## src/rtl/exec_ctrl_pkg.sv

```systemverilog
// Shared encodings for the run/step/halt sequencer: FSM states and halt cause codes.
package exec_ctrl_pkg;

    localparam int STATE_W = 3;
    localparam int CAUSE_W = 2;

    localparam logic [STATE_W-1:0] S_IDLE = 3'd0;
    localparam logic [STATE_W-1:0] S_LOAD = 3'd1;
    localparam logic [STATE_W-1:0] S_STEP = 3'd2;
    localparam logic [STATE_W-1:0] S_RUN  = 3'd3;
    localparam logic [STATE_W-1:0] S_HALT = 3'd4;

    localparam logic [CAUSE_W-1:0] CAUSE_NONE = 2'd0;
    localparam logic [CAUSE_W-1:0] CAUSE_EXC  = 2'd1;
    localparam logic [CAUSE_W-1:0] CAUSE_BRK  = 2'd2;
    localparam logic [CAUSE_W-1:0] CAUSE_USER = 2'd3;

endpackage

```

## src/rtl/exec_controller_rise_detect.sv

```systemverilog
// Button conditioner: one register stage, then a one-cycle pulse on each rising edge.
module rise_detect (
    input  logic clk,
    input  logic reset,
    input  logic btn,
    output logic req
);

    logic btn_q;
    logic btn_qq;
    logic armed;

    // armed stays low until the raw button is seen released, so a press held through reset is ignored
    always_ff @(posedge clk) begin
        if (reset) begin
            btn_q  <= 1'b0;
            btn_qq <= 1'b0;
            armed  <= 1'b0;
        end else begin
            btn_q  <= btn;
            btn_qq <= btn_q;
            armed  <= armed | ~btn;
        end
    end

    assign req = btn_q & ~btn_qq & armed;

endmodule

```

## src/rtl/exec_controller.sv

```systemverilog
// Run/step/halt sequencer driving the CPU clock enable and PC-load strobe.
// Define EXEC_CTRL_BREAKPOINT_EN to enable the PC breakpoint comparator.
module exec_controller
    import exec_ctrl_pkg::*;
#(
    parameter int PC_W  = 8,
    parameter int CNT_W = 16
) (
    input  logic               SYS_clk,
    input  logic               SYS_reset,
    input  logic               run_btn,
    input  logic               step_btn,
    input  logic               halt_btn,
    input  logic               load_btn,
    input  logic [PC_W-1:0]    load_pc,
    input  logic               bp_en,
    input  logic [PC_W-1:0]    bp_addr,
    input  logic [PC_W-1:0]    cpu_pc,
    input  logic               cpu_exc,
    output logic               cpu_en,
    output logic               cpu_load,
    output logic [PC_W-1:0]    cpu_pc_val,
    output logic [STATE_W-1:0] state,
    output logic [CAUSE_W-1:0] halt_cause,
    output logic [PC_W-1:0]    epc,
    output logic [CNT_W-1:0]   instr_cnt
);

    logic run_req;
    logic step_req;
    logic halt_req;
    logic load_req;
    logic bp_hit;

    logic [STATE_W-1:0] state_next;
    logic [CAUSE_W-1:0] cause_next;
    logic [PC_W-1:0]    epc_next;
    logic [PC_W-1:0]    pcv_next;
    logic               count_en;

    rise_detect u_run  (.clk(SYS_clk), .reset(SYS_reset), .btn(run_btn),  .req(run_req));
    rise_detect u_step (.clk(SYS_clk), .reset(SYS_reset), .btn(step_btn), .req(step_req));
    rise_detect u_halt (.clk(SYS_clk), .reset(SYS_reset), .btn(halt_btn), .req(halt_req));
    rise_detect u_load (.clk(SYS_clk), .reset(SYS_reset), .btn(load_btn), .req(load_req));

`ifdef EXEC_CTRL_BREAKPOINT_EN
    logic first_run;

    // High during the first RUN cycle so resuming from a breakpoint PC steps past it
    always_ff @(posedge SYS_clk) begin
        if (SYS_reset) first_run <= 1'b0;
        else           first_run <= (state != S_RUN);
    end

    assign bp_hit = bp_en && (cpu_pc == bp_addr) && !first_run;
`else
    logic unused_bp;
    assign unused_bp = &{1'b0, bp_en, bp_addr};
    assign bp_hit    = 1'b0;
`endif

    always_comb begin
        state_next = state;
        cause_next = halt_cause;
        epc_next   = epc;
        pcv_next   = cpu_pc_val;
        cpu_en     = 1'b0;
        cpu_load   = 1'b0;
        case (state)
            S_IDLE: begin
                if (halt_req) begin
                    cause_next = CAUSE_USER;
                end else if (load_req) begin
                    state_next = S_LOAD;
                    pcv_next   = load_pc;
                end else if (step_req) begin
                    state_next = S_STEP;
                end else if (run_req) begin
                    state_next = S_RUN;
                end
            end
            S_LOAD: begin
                cpu_en     = 1'b1;
                cpu_load   = 1'b1;
                cause_next = CAUSE_NONE;
                state_next = S_IDLE;
            end
            S_STEP: begin
                cpu_en     = 1'b1;
                state_next = S_IDLE;
                if (cpu_exc) begin
                    epc_next   = cpu_pc;
                    cause_next = CAUSE_EXC;
                    state_next = S_HALT;
                end
            end
            S_RUN: begin
                if (halt_req) begin
                    cause_next = CAUSE_USER;
                    state_next = S_IDLE;
                end else if (bp_hit) begin
                    cause_next = CAUSE_BRK;
                    state_next = S_HALT;
                end else begin
                    // The excepting instruction still retires; the CPU masks its side effects
                    cpu_en = 1'b1;
                    if (cpu_exc) begin
                        epc_next   = cpu_pc;
                        cause_next = CAUSE_EXC;
                        state_next = S_HALT;
                    end
                end
            end
            S_HALT: begin
                if (!halt_req && load_req) begin
                    state_next = S_LOAD;
                    pcv_next   = load_pc;
                end
            end
            default: begin
                state_next = S_IDLE;
            end
        endcase
    end

    assign count_en = cpu_en && !cpu_load;

    always_ff @(posedge SYS_clk) begin
        if (SYS_reset) begin
            state      <= S_IDLE;
            halt_cause <= CAUSE_NONE;
            epc        <= '0;
            cpu_pc_val <= '0;
            instr_cnt  <= '0;
        end else begin
            state      <= state_next;
            halt_cause <= cause_next;
            epc        <= epc_next;
            cpu_pc_val <= pcv_next;
            if (count_en && (instr_cnt != '1))
                instr_cnt <= instr_cnt + CNT_W'(1);
        end
    end

endmodule

```

## config.mk

```make
export PLATFORM = sky130hd
export DESIGN_NAME = exec_controller
export DESIGN_NICKNAME = d
export VERILOG_FILES = /design/src/rtl/exec_ctrl_pkg.sv /design/src/rtl/exec_controller_rise_detect.sv /design/src/rtl/exec_controller.sv
export SDC_FILE = /design/constraint.sdc
export NUM_CORES = 1
export LEC_CHECK = 0
export CORE_MARGIN = 2
export CORE_UTILIZATION = 41
export DETAILED_ROUTE_END_ITERATION = 8
export GPL_TIMING_DRIVEN = 0
export PLACE_DENSITY_LB_ADDON = 0.1
export SETUP_SLACK_MARGIN = 0.3
export SYNTH_ARGS = -nofsm -noshare
export SYNTH_HDL_FRONTEND = slang
export SYNTH_SLANG_ARGS = --single-unit
```

## constraint.sdc

```tcl
create_clock -name SYS_clk -period 1.5 [get_ports SYS_clk]
set_input_delay 0.3 -clock SYS_clk [delete_from_list [all_inputs] [get_ports SYS_clk]]
set_output_delay 0.3 -clock SYS_clk [all_outputs]
set_load 0.005 [all_outputs]
```

======== Word-level counts from Yosys, hierarchy flattened ========
Index checks and enable logic that the tools add are counted.
cells by class
  add/subtract/negate cells ............... 1
  equal/unequal tests ..................... 12
  muxes and demuxes ....................... 23
  bitwise operators ....................... 20
  reduce and logical (&&, ||, !) cells .... 14
operators by type and width
  kind                                                                   number
  8-bit 2-to-1 mux                                                       5
  8-bit case mux with 2 select lines                                     2
  3-bit 2-to-1 mux                                                       8
  16-bit by 1-bit adder with 16-bit output, second input constant        1
  16-bit != test, second input constant                                  1
  3-bit case mux with 4 select lines                                     1
  2-bit != test, second input constant                                   5
  1-bit AND                                                              8
  1-bit inverter                                                         8
  2-bit case mux with 4 select lines                                     1
  4-bit AND reduction                                                    2
  3-bit by 2-bit equality test with 1-bit output, second input constant  2
  2-bit 2-to-1 mux                                                       3
  4-bit != test, second input constant                                   1
  1-bit OR                                                               4
  2-bit AND reduction                                                    2
  2-bit nonzero test                                                     2
  4-bit nonzero test                                                     1
  3-bit by 1-bit equality test with 1-bit output, second input constant  1
  3-bit equality test, second input constant                             1
  1-bit logical AND                                                      3
  3-bit zero test                                                        1
  3-bit != test, second input constant                                   1
  1-bit zero test                                                        2
  other kinds (3)                                                        4
word-level totals
  bits in registers ....................... 49
  output and inout bits ................... 39
  word-level logic and storage cells ...... 87

======== Longest topological paths before layout ========
Gate-level depths: netlist of the first run.
  word-level depth ........................ 8
  gate-level depth with buffers ........... 6
  depth with buffers taken out ............ 5

======== By module ========
Synthesis of the first run repeated with hierarchy kept, for this count alone.
second synthesis, totals
  cells, all modules ...................... 236
  area total of the unflattened synthesis .. 2108.3 sq um
modules (own cells, without submodules)
  module           instances  cells an instance  area each (sq um)  sequential area each (sq um)
  exec_controller  1          200                1737.9             740.7
  rise_detect      4          9                  92.6               60.1

======== Worst setup path before layout of the first run ========
OpenSTA, ideal clock, no wires.
  path type ............................... flip-flop to flip-flop
  start ................................... reg state[2]
  end ..................................... reg instr_cnt[13]
  setup time .............................. 0.121 ns
  arrival ................................. 1.595 ns
  data required time ...................... 1.379 ns
  path slack .............................. -0.216 ns
  cell stages (with the launch flop) ...... 7
  path buffers ............................ 2
  clock period less this slack ............ 1.716 ns
  cells stage by stage .................... dfxtp_1 > buf_4 > and2b_2 > nand3_1 > buf_2 > nor4b_1 > mux2_2
on the way
  word-level cells in the longest chain between the ends .. 5
  elaborated cells on any way between the ends .. 9
ends and longest elaborated chain
  element                                                                                                           line                                           text
  start: declaration                                                                                                exec_controller.sv:23                          output logic [STATE_W-1:0] state,
  start signal: assignment                                                                                          exec_controller.sv:136                         state <= state_next;
  3-bit by 2-bit equality test with 1-bit output or 3-bit by 1-bit equality test with 1-bit output (tied branches)  exec_controller.sv:69                          case (state)
  2-bit OR reduction (no line) or 1-bit 2-to-1 mux (tied branches)                                                  n/a
  1-bit case mux with 2 select lines or 1-bit zero test (tied branches)                                             exec_controller.sv:69, exec_controller.sv:126
  1-bit logical AND *                                                                                               exec_controller.sv:126                         assign count_en = cpu_en && !cpu_load;
  1-bit logical AND *                                                                                               exec_controller.sv:140                         if (count_en && (instr_cnt != '1))
  end signal: assignment                                                                                            exec_controller.sv:141                         instr_cnt <= instr_cnt + CNT_W'(1);
  end: declaration                                                                                                  exec_controller.sv:26                          output logic [CNT_W-1:0] instr_cnt
Mark *: on every way between the ends. The rest lies on a longest branch, timed or not.
A chain may end at the register's enable or synchronous reset.

======== Final worst setup path of the first run ========
  start ................................... reg state[2]
  end ..................................... reg instr_cnt[15]
Same word-level chain as after synthesis.

==> results_dict.tcl, run 1 <==
set metrics [dict create \
    groute.usage.overall_pct 21.7 \
    leakage_nw 1.78 \
    cts_hold_repair.buffers 0 \
    core.rowCount 26 \
    ff2ff_path_depth 7 \
    worstMarginPinSlew_ns 0.655 \
    synth.distinct_cells 52 \
    ys.warnings.count 0 \
    postLayoutCellArea_um2 3910 \
    worstPathRequired_ns 1.68 \
    cts-root-to-sink-buffers 2 \
    detail_route.first_pass.iterations 4 \
    setup_repair_after_global_routing_missed_its_margin "true" \
    die_w_um 76.3 \
    end_kind "register" \
    multi_input_area_um2 1380 \
    cp_slowest_stage_delay_ns 0.35 \
    detailroute.via_count 2274 \
    crit-reg2reg-launch "state[2]" \
    post-place-cells 356 \
    cp_slowest_cell "sky130_fd_sc_hd__nor4bb_1" \
    setup_total_negative_slack_ns -2.16 \
    ys_dominant_reg_cell "sky130_fd_sc_hd__dfxtp_1" \
    diodes 0 \
    start_kind "register" \
    worst_setup_path_endpoint "instr_cnt[15]" \
    die_area_um2 5820 \
    grt_pass1_wl_mm 10.2 \
    buffer_ports.inserted 60 \
    worst_skew_pair.late_latency_ns 0.31 \
    critPathArrivalTime_ns 1.90 \
    synth-seq-area-share_pct 45.8 \
    first_global_vias 2063 \
    final_period_minus_worst_setup_slack_ns 1.73 \
    io_pins 71 \
    synthesis.area_per_instance_um2 9.48 \
    clock_sink_count 49 \
    clk_root_buffer_cell "sky130_fd_sc_hd__clkbuf_8" \
    number_of_enable_type_register_cells_in_the_synthesized_netlist 0 \
    cap_viol_max_count 0 \
    fin_worst_skew_ns 0.0100 \
    synth.ff_latch_count 49 \
    post_detailed_route_via_to_cell_ratio 5.35 \
    synth_async_sr_flop_share_pct 0 \
    finalWeightedCongestion 0.753 \
    fmax_mhz 580 \
    design.final.nets 388 \
    dp_slack_ns -0.260 \
    antenna_violations_before_repair 0 \
    synthesis.instances 226 \
    timing.setup.critical_path_class "register to register" \
    timing.max_slew.rel_slack_pct 56.4 \
    worst_hold_margin_ns 0.384 \
    std_cell_core_area_um2 5070 \
    vdd.ir_drop.worst_mv 0.475 \
    cts.htree.levels 2 \
    sequential_cell_area_in_the_final_layout_um2 1070 \
    synthesis.area_um2 2140 \
    post-route-period-util_pct 115 \
    timing.reg2reg.setup_slack_ns -0.23 \
    post_layout_nonfiller_instances 425 \
    utilization_pct 77.1 \
    place_area_um2 2940 \
    initialDrtViolationCount 174 \
    final_antenna_net_count 0 \
    worst_path_most_repeated_cell "sky130_fd_sc_hd__buf_6" \
    chipHeight_um 76.3 \
    initial_utilization_pct 42.2 \
    critical_path.cell_chain "buf_6 -> and2b_2 -> nand3_4 -> buf_8 -> buf_6 -> nor4bb_1 -> a211oi_1" \
    routed_wire_length_per_instance_um 17.1 \
    outcome "finished with violations" \
    tritoncts.num_buffers 5 \
    finalWirelength_mm 7.27 \
    dp_hpwl_mm 3.63 \
    clk_pin_slew_worst_paths_ns 0.10 \
    finalSetupViolCount 17 \
    hp-class "primary input to register" \
    p_total_mw 2.53 \
    power_density_over_the_cells_nw_per_um2 648 \
    fillerInstances 336 \
    grt_start_max_net_pins 15 \
    globalRouteOverflowTotal 0 \
    tritoncts "built" \
    cp-startpoint "state[2]" \
    worstPathMaxFanout 7 \
    final-hold-violation-count 0 \
    area.growth.synth_to_final_pct 82.5 \
    synth_nets 259 \
    finalWorstSetupSlack_ns -0.225 \
    drc 0 \
    violations "negative setup slack" \
    reg2reg_to "instr_cnt[15]" \
    final_layout_size_suffix_gt1_share_pct 50.7 \
    timing_max_transition_violations_final 0 \
]
==> state kept, by name (all words and copies together), names as in the netlist, 2 cells and up <==
| register | cells |
|---|---|
| instr_cnt | 16 |
| halt_cause | 2 |
| epc | 8 |
| state | 3 |
| cpu_pc_val | 8 |
==> metal layers <==
layer	global-route usage (%)	routed length (um)	vias up
met3	4.62	491	16
met1	30.0	3150	1093
met2	33.6	3500	85
li1	-	-	1080
met4	7.09	127	0
met5	0	0	-
==> kinds of logic (layout without fill, tap and decap cells) <==
group                    Yosys count  in the layout  share of synthesized area, %
buffers and inverters             18            147                          4.32
AO/OA/AOI/OAI                     35             35                          11.2
AND/OR/NAND/NOR                  101            101                          27.6
adder cells (fa/ha/maj)            1              1                         0.584
multiplexers                      22             22                          10.6
flip-flops                        49             49                          45.8
==> cell type report <==
class | count | share of cell area [%]
clock inverter | 1 | 0.128
inverter | 8 | 0.768
buffer | 10 | 2.30
clock buffer | 6 | 2.40
sequential | 49 | 27.2
tap | 70 | 2.24
timing repair buffer | 122 | 29.6
multi-input combinational | 159 | 35.3
==> timing repair <==
item,in CTS,in global routing
pin swaps,19,25
gates cloned,1,0
setup buffers,34,27
gates resized for setup,148,79
setup endpoints to repair,74,69
==> how the worst min path moves through the flow <==
stage,start,endpoint,slack (ns),depth (start not counted)
floorplan,step_btn,u_step.armed,0.39,1
global placement,u_run.armed,u_run.armed,0.43,2
detailed placement,u_run.armed,u_run.armed,0.44,2
CTS,SYS_reset,instr_cnt[7],0.36,3
global route,SYS_reset,instr_cnt[7],0.38,3
finish,SYS_reset,instr_cnt[7],0.38,3
==> synthesized netlist by cell type, drive strengths merged, types with 2 or more instances <==
library cell   n  area [um2]
nand3b         2        15.0
clkbuf         4        25.0
nor4           2        27.5
nor3           6        35.0
nor3b          2        20.0
mux2i         17         170
and3b          3        26.3
a211oi         3        22.5
a31oi          2        12.5
buf            6        37.5
or3            3        20.0
or4            4        31.3
nand4          6        43.8
dfxtp         49         981
nand2         10        37.5
inv            8        30.0
nor2          30         113
nand3          9        50.1
mux2           5        56.3
o31ai          6        45.0
nor2b         15        93.8
nor4b          2        17.5
a21oi         14        70.1
==> power breakdown <==
part	internal [mW]	switching, mW
clock	0.419	0.461
combinational	0.186	0.134
sequential	1.31	0.0229
total	1.92	0.618
==> layout by cell type (no fill, tap or decap), types with 3 or more instances in the layout <==
cell                              instances
sky130_fd_sc_hd__mux2i_1                 17
sky130_fd_sc_hd__dfxtp_4                 16
sky130_fd_sc_hd__nor3_4                   3
sky130_fd_sc_hd__buf_2                    4
sky130_fd_sc_hd__clkbuf_8                 6
sky130_fd_sc_hd__nor2b_1                 15
sky130_fd_sc_hd__a21oi_2                  8
sky130_fd_sc_hd__or4_4                    4
sky130_fd_sc_hd__mux2_4                   4
sky130_fd_sc_hd__o31ai_1                  4
sky130_fd_sc_hd__dlymetal6s2s_1           5
sky130_fd_sc_hd__nand3_4                  4
sky130_fd_sc_hd__or3_4                    3
sky130_fd_sc_hd__buf_6                   40
sky130_fd_sc_hd__and3b_1                  3
sky130_fd_sc_hd__dfxtp_2                 20
sky130_fd_sc_hd__nand4_1                  5
sky130_fd_sc_hd__inv_1                    8
sky130_fd_sc_hd__buf_4                   33
sky130_fd_sc_hd__clkdlybuf4s15_1         17
sky130_fd_sc_hd__a21oi_1                  6
sky130_fd_sc_hd__dfxtp_1                 13
sky130_fd_sc_hd__clkbuf_2                 4
sky130_fd_sc_hd__nand3_1                  4
sky130_fd_sc_hd__nor2_1                  27
sky130_fd_sc_hd__nand2_1                  7
sky130_fd_sc_hd__nand2_2                  3
sky130_fd_sc_hd__clkbuf_1                 3
sky130_fd_sc_hd__clkdlybuf4s50_1         20
==> worst max-delay path: cells and delay by family, from the launching register on <==
kind	cells	cell delay, ns
AO/OA/AOI/OAI	1	0.13
flip-flops	1	0.33
buffers and inverters	3	0.38
AND/OR/NAND/NOR	3	0.75
(Power assumes the default switching activity.)
==> run 2, diff against run 1 <==
--- a/config.mk
+++ b/config.mk
@@ -5,11 +5,11 @@
 export SDC_FILE = /design/constraint.sdc
 export NUM_CORES = 1
 export LEC_CHECK = 0
-export CORE_MARGIN = 2
-export CORE_UTILIZATION = 41
+export CORE_MARGIN = 10
+export CORE_UTILIZATION = 45
 export DETAILED_ROUTE_END_ITERATION = 8
 export GPL_TIMING_DRIVEN = 0
-export PLACE_DENSITY_LB_ADDON = 0.1
+export PLACE_DENSITY_LB_ADDON = 0.2
 export SETUP_SLACK_MARGIN = 0.3
 export SYNTH_ARGS = -nofsm -noshare
 export SYNTH_HDL_FRONTEND = slang
==> constraint.sdc (replaced) <==
create_clock -name SYS_clk -period 1.6 [get_ports SYS_clk]
set_input_delay 0.32 -clock SYS_clk [delete_from_list [all_inputs] [get_ports SYS_clk]]
set_output_delay 0.32 -clock SYS_clk [all_outputs]
set_load 0.005 [all_outputs]
==> run 2 against run 1 <==
Net effect: flip-flop and latch count unchanged; count of clock-buffer cells in the layout increased by 1; largest cell class unchanged; first-iteration DRC count decreased by 29%; the flow still finishes with violations (negative setup slack); sequential power decreased by 6%; cell area decreased by 11%; critical path depth decreased by 2; fmax increased by 2.0%; largest power group unchanged; clock skew decreased by 0.00080 ns; wire length decreased by 11%; die area increased by 36%; via count decreased by 7.1%.
==> results_dict.tcl, run 2 (synthesis results as in run 1) <==
set metrics [dict create \
    reg.largest.list "instr_cnt: 16 flops, cpu_pc_val: 8 flops, epc: 8 flops" \
    power_density_over_the_cells_nw_per_um2 667 \
    die_w_um 89.0 \
    outcome "finished with violations" \
    design.final.nets 360 \
    worst_hold_margin_ns 0.395 \
    chipHeight_um 89.0 \
    sequential_cell_area_in_the_final_layout_um2 1050 \
    p_comb_share_pct 10.6 \
    core.rowCount 25 \
    tritoncts.num_buffers 5 \
    dp_slack_ns -0.128 \
    flip_flop_count_of_the_largest_register_all_copies_and_words_added 16 \
    cap_viol_max_count 0 \
    grt_pass1_wl_mm 10.2 \
    fmax_mhz 591 \
    first_global_vias 2063 \
    timing_max_transition_violations_final 0 \
    dp_hpwl_mm 4.07 \
    die_area_um2 7920 \
    grt_start_max_net_pins 16 \
    fillerInstances 320 \
    timing.setup.critical_path_class "register to register" \
    std_cell_core_area_um2 4660 \
    antenna_violations_before_repair 0 \
    post-route-period-util_pct 106 \
    final-hold-violation-count 0 \
    io_pins 71 \
    critPathArrivalTime_ns 1.88 \
    fin_worst_skew_ns 0.00925 \
    start_kind "register" \
    drc 0 \
    violations "negative setup slack" \
    initial_utilization_pct 46.0 \
    pwr-share-clk_pct 35.8 \
    regMostFlops "instr_cnt" \
    area.growth.synth_to_final_pct 62.9 \
    routed_wire_length_per_instance_um 17.0 \
    power_report.internal_total_mw 1.78 \
    initialDrtViolationCount 123 \
    timing.max_slew.rel_slack_pct 65.5 \
    globalRouteOverflowTotal 0 \
    timing.hold.worst_path_depth 3 \
    setup_total_negative_slack_ns -0.318 \
    detailroute.via_count 2112 \
    finalWorstSetupSlack_ns -0.0912 \
    post_detailed_route_via_to_cell_ratio 5.53 \
    clk_root_buffer_cell "sky130_fd_sc_hd__clkbuf_8" \
    total_switching_power_mw 0.550 \
    vdd.ir_drop.worst_mv 0.677 \
    worstPathMaxFanout 5 \
    buffer_ports.inserted 60 \
    seq_pwr_share_pct 53.6 \
    post_layout_nonfiller_instances 382 \
    final_antenna_net_count 0 \
    switching_share_pct 23.6 \
    worstMarginPinSlew_ns 0.517 \
    clk_pin_slew_worst_paths_ns 0.09 \
    cts.htree.levels 2 \
    finalSetupViolCount 6 \
    final_common_cell "sky130_fd_sc_hd__dlygate4sd2_1" \
    ff2ff_path_depth 5 \
    worstPathRequired_ns 1.79 \
    detail_route.first_pass.iterations 4 \
    multi_input_area_um2 1310 \
    postLayoutCellArea_um2 3490 \
    mostFrequentLayoutCells "30 x sky130_fd_sc_hd__dlygate4sd2_1, 28 x sky130_fd_sc_hd__buf_4, 27 x sky130_fd_sc_hd__nor2_1" \
    cts-root-to-sink-buffers 2 \
    final_layout_size_suffix_gt1_share_pct 37.2 \
    p_total_mw 2.33 \
    diodes 0 \
    groute.usage.overall_pct 16.0 \
    leakage_nw 1.60 \
    end_kind "register" \
    place_area_um2 2910 \
    tritoncts "built" \
    setup_repair_after_global_routing_missed_its_margin "true" \
    hp-class "primary input to register" \
    utilization_pct 74.9 \
    finalWirelength_mm 6.48 \
    post-place-cells 340 \
    clock_sink_count 49 \
    final_period_minus_worst_setup_slack_ns 1.69 \
    finalWeightedCongestion 0.832 \
    cts_hold_repair.buffers 0 \
    worst_skew_pair.late_latency_ns 0.30 \
]
## run 2: cell count changes in the layout (fill, tap and decap cells not counted), moves of 5 or more
cell                              previous run  this run
sky130_fd_sc_hd__dlygate4sd2_1               2        30
sky130_fd_sc_hd__buf_6                      40        10
sky130_fd_sc_hd__dfxtp_2                    20         8
sky130_fd_sc_hd__clkdlybuf4s15_1            17         2
sky130_fd_sc_hd__buf_4                      33        28
sky130_fd_sc_hd__dfxtp_1                    13        25
## run 2: cell type report
class / instances / share of cell area, %
Inverter: 8 / 0.860
Clock inverter: 1 / 0.251
Timing Repair Buffer: 94 / 23.9
Multi-Input combinational cell: 159 / 37.6
Sequential cell: 49 / 30.1
Buffer: 10 / 2.58
Tap cell: 54 / 1.94
Clock buffer: 7 / 2.80
## run 2: path summary, 6_finish.rpt
kind / start / to / slack, ns
max: state[2] / instr_cnt[4] / -0.09
min: SYS_reset / instr_cnt[7] / 0.40
max reg2reg: state[2] / instr_cnt[4] / -0.09
min reg2reg: u_step.armed / u_step.armed / 0.45
## run 2: layer usage
metal	GRT usage (%)	routed length, um	part of all wire (%)
met5	0	0	0
met4	2.89	24	0.37
met3	7.20	661	10
met2	26.0	3110	48
met1	19.2	2680	41
## run 2: critical path, cell delays in order (launching register included)
cell,delay (ns)
sky130_fd_sc_hd__dfxtp_2,0.33
sky130_fd_sc_hd__buf_6,0.11
sky130_fd_sc_hd__and2b_2,0.26
sky130_fd_sc_hd__nor3b_4,0.35
sky130_fd_sc_hd__o311a_4,0.25
sky130_fd_sc_hd__mux2_4,0.29
## run 2: power by group through the flow
stage | Clock [mW] | Combinational [mW] | Sequential, mW
2_1_floorplan | 0 | 0.100 | 1.29
3_3_place_gp | 0 | 0.213 | 1.29
3_5_place_dp | 0 | 0.217 | 1.30
4_1_cts | 0.849 | 0.226 | 1.25
5_1_grt | 0.904 | 0.272 | 1.25
6_report | 0.833 | 0.247 | 1.25
## run 2: repair_timing
action | in CTS | in global routing
setup endpoints to repair | 72 | 44
resized for setup | 99 | 26
setup buffers | 20 | 14
pin swaps | 17 | 23
endpoints found under the hold margin | 0 | 0
==> run 3, diff against run 2 <==
--- a/config.mk
+++ b/config.mk
@@ -5,7 +5,6 @@
 export SDC_FILE = /design/constraint.sdc
 export NUM_CORES = 1
 export LEC_CHECK = 0
-export CORE_MARGIN = 10
 export CORE_UTILIZATION = 45
 export DETAILED_ROUTE_END_ITERATION = 8
 export GPL_TIMING_DRIVEN = 0
==> run 3 against run 2 <==
Net effect: the flow still finishes with violations (negative setup slack); total power down 3.7%; wire length up 9.2%; sequential power about the same; setup slack worse by 0.019 ns; worst hold slack better by 0.019 ns; first-iteration DRC count up 20%; critical path depth unchanged; fmax down 1.1%; largest cell class unchanged.
==> results_dict.tcl, run 3 (synthesis results as in run 1) <==
set metrics [dict create \
    outcome "finished with violations" \
    violations "negative setup slack" \
    clock_sink_count 49 \
    final-hold-violation-count 0 \
    cp-startpoint "state[0]" \
    die_area_um2 5040 \
    area.growth.synth_to_final_pct 69.8 \
    place_area_um2 2910 \
    reg.largest.list "instr_cnt: 16 flops, cpu_pc_val: 8 flops, epc: 8 flops" \
    flip_flop_count_of_the_largest_register_all_copies_and_words_added 16 \
    worstPathMaxFanout 6 \
    cts-root-to-sink-buffers 2 \
    utilization_pct 81.3 \
    ff2ff_path_depth 5 \
    finalWeightedCongestion 0.874 \
    postLayoutCellArea_um2 3640 \
    clk_pin_slew_worst_paths_ns 0.09 \
    design.final.nets 368 \
    finalSetupViolCount 9 \
    grt_start_max_net_pins 15 \
    std_cell_core_area_um2 4470 \
    fin_worst_skew_ns 0.0127 \
    worst_hold_margin_ns 0.415 \
    tritoncts "built" \
    reg2reg_to "instr_cnt[13]" \
    chipHeight_um 71.0 \
    setup_repair_after_global_routing_missed_its_margin "true" \
    end_kind "register" \
    leakage_nw 1.67 \
    timing.setup.critical_path_class "register to register" \
    first_global_vias 2088 \
    io_pins 71 \
    post-route-period-util_pct 107 \
    mostFrequentLayoutCells "33 x sky130_fd_sc_hd__dlygate4sd2_1, 30 x sky130_fd_sc_hd__buf_4, 26 x sky130_fd_sc_hd__nor2_1" \
    initialDrtViolationCount 148 \
    post_detailed_route_via_to_cell_ratio 5.74 \
    finalWorstSetupSlack_ns -0.110 \
    worst_setup_path_endpoint "instr_cnt[13]" \
    dp_hpwl_mm 3.64 \
    start_kind "register" \
    fmax_mhz 585 \
    hp-class "primary input to register" \
    clk_root_buffer_cell "sky130_fd_sc_hd__clkbuf_8" \
    die_w_um 71.0 \
    final_antenna_net_count 0 \
    routed_wire_length_per_instance_um 18.2 \
    timing.reg2reg.setup_slack_ns -0.11 \
    cts_hold_repair.buffers 0 \
    worstPathRequired_ns 1.80 \
    final_layout_size_suffix_gt1_share_pct 45.2 \
    critPathArrivalTime_ns 1.91 \
    vdd.ir_drop.worst_mv 0.507 \
    cap_viol_max_count 0 \
    grt_pass1_wl_mm 10.0 \
    power_density_over_the_cells_nw_per_um2 616 \
    final_common_cell "sky130_fd_sc_hd__dlygate4sd2_1" \
    final_period_minus_worst_setup_slack_ns 1.71 \
    antenna_violations_before_repair 0 \
    p_total_mw 2.24 \
    timing.max_slew.rel_slack_pct 63.6 \
    initial_utilization_pct 47.9 \
    buffer_ports.inserted 60 \
    detailroute.via_count 2229 \
    drc 0 \
    finalWirelength_mm 7.07 \
    cts.htree.levels 2 \
    regMostFlops "instr_cnt" \
    core.rowCount 24 \
    crit-reg2reg-launch "state[0]" \
    worst_skew_pair.late_latency_ns 0.31 \
    diodes 0 \
    timing_max_transition_violations_final 0 \
    worstMarginPinSlew_ns 0.546 \
    detail_route.first_pass.iterations 6 \
    groute.usage.overall_pct 25.5 \
    tritoncts.num_buffers 5 \
    globalRouteOverflowTotal 0 \
]
run 3: timing repair:
action / 4_1_cts / 5_1_grt
cloned: 0 / 1
setup endpoints to repair: 72 / 43
hold endpoints to repair: 0 / 0
buffers inserted: 30 / 11
gates resized for setup: 126 / 37
pin swaps: 22 / 21
run 3: layout make-up:
cell class	instances	area (um2)
clock buffers	7	76.3
plain buffers	10	86.3
inverters	8	30.0
multi-input cells	159	1410
clock inverters	1	6.26
flip-flops and latches	49	1060
repair buffers	102	905
fillers	278	835
well taps	52	65.1
run 3: worst max-delay path, cell delays in order (launching register included):
cell,delay (ns)
sky130_fd_sc_hd__dfxtp_4,0.39
sky130_fd_sc_hd__nand4b_1,0.28
sky130_fd_sc_hd__nand3_4,0.14
sky130_fd_sc_hd__buf_6,0.16
sky130_fd_sc_hd__nor4b_4,0.29
sky130_fd_sc_hd__mux2_4,0.33
run 3: metal layers:
metal / up-vias / track usage, % / part of all wire, % / wire length, um
li1: 1036 / - / - / -
met1: 1080 / 31.2 / 42 / 3010
met2: 94 / 43.9 / 50 / 3510
met3: 19 / 6.13 / 5.4 / 379
met4: 0 / 8.89 / 2.4 / 173
met5: - / 0 / 0 / 0
run 3: power by group:
part | leakage [nW] | internal [mW] | switching (mW)
sequential | 0.420 | 1.23 | 0.0239
clock | 0.0428 | 0.311 | 0.405
combinational | 1.21 | 0.155 | 0.118
run 3: how the worst min path moves through the flow:
stage | from | to | slack [ns] | depth (start not counted)
detailed placement | u_run.armed | u_run.armed | 0.43 | 2
finish | SYS_reset | instr_cnt[7] | 0.41 | 3
floorplan | step_btn | u_step.armed | 0.41 | 1
global route | SYS_reset | instr_cnt[9] | 0.42 | 3
CTS | SYS_reset | instr_cnt[7] | 0.39 | 3
global placement | u_run.armed | u_run.armed | 0.43 | 2
run 3: per-stage QoR:
stage | worst slack (ns) | cells | TNS (ns)
2_1_floorplan | -0.0212 | 226 | -0.0212
3_3_place_gp | -0.134 | 338 | -0.492
3_5_place_dp | -0.183 | 338 | -0.742
4_1_cts | -0.0774 | 376 | -0.252
5_1_grt | -0.150 | 388 | -1.22
6_report | -0.110 | 388 | -0.578
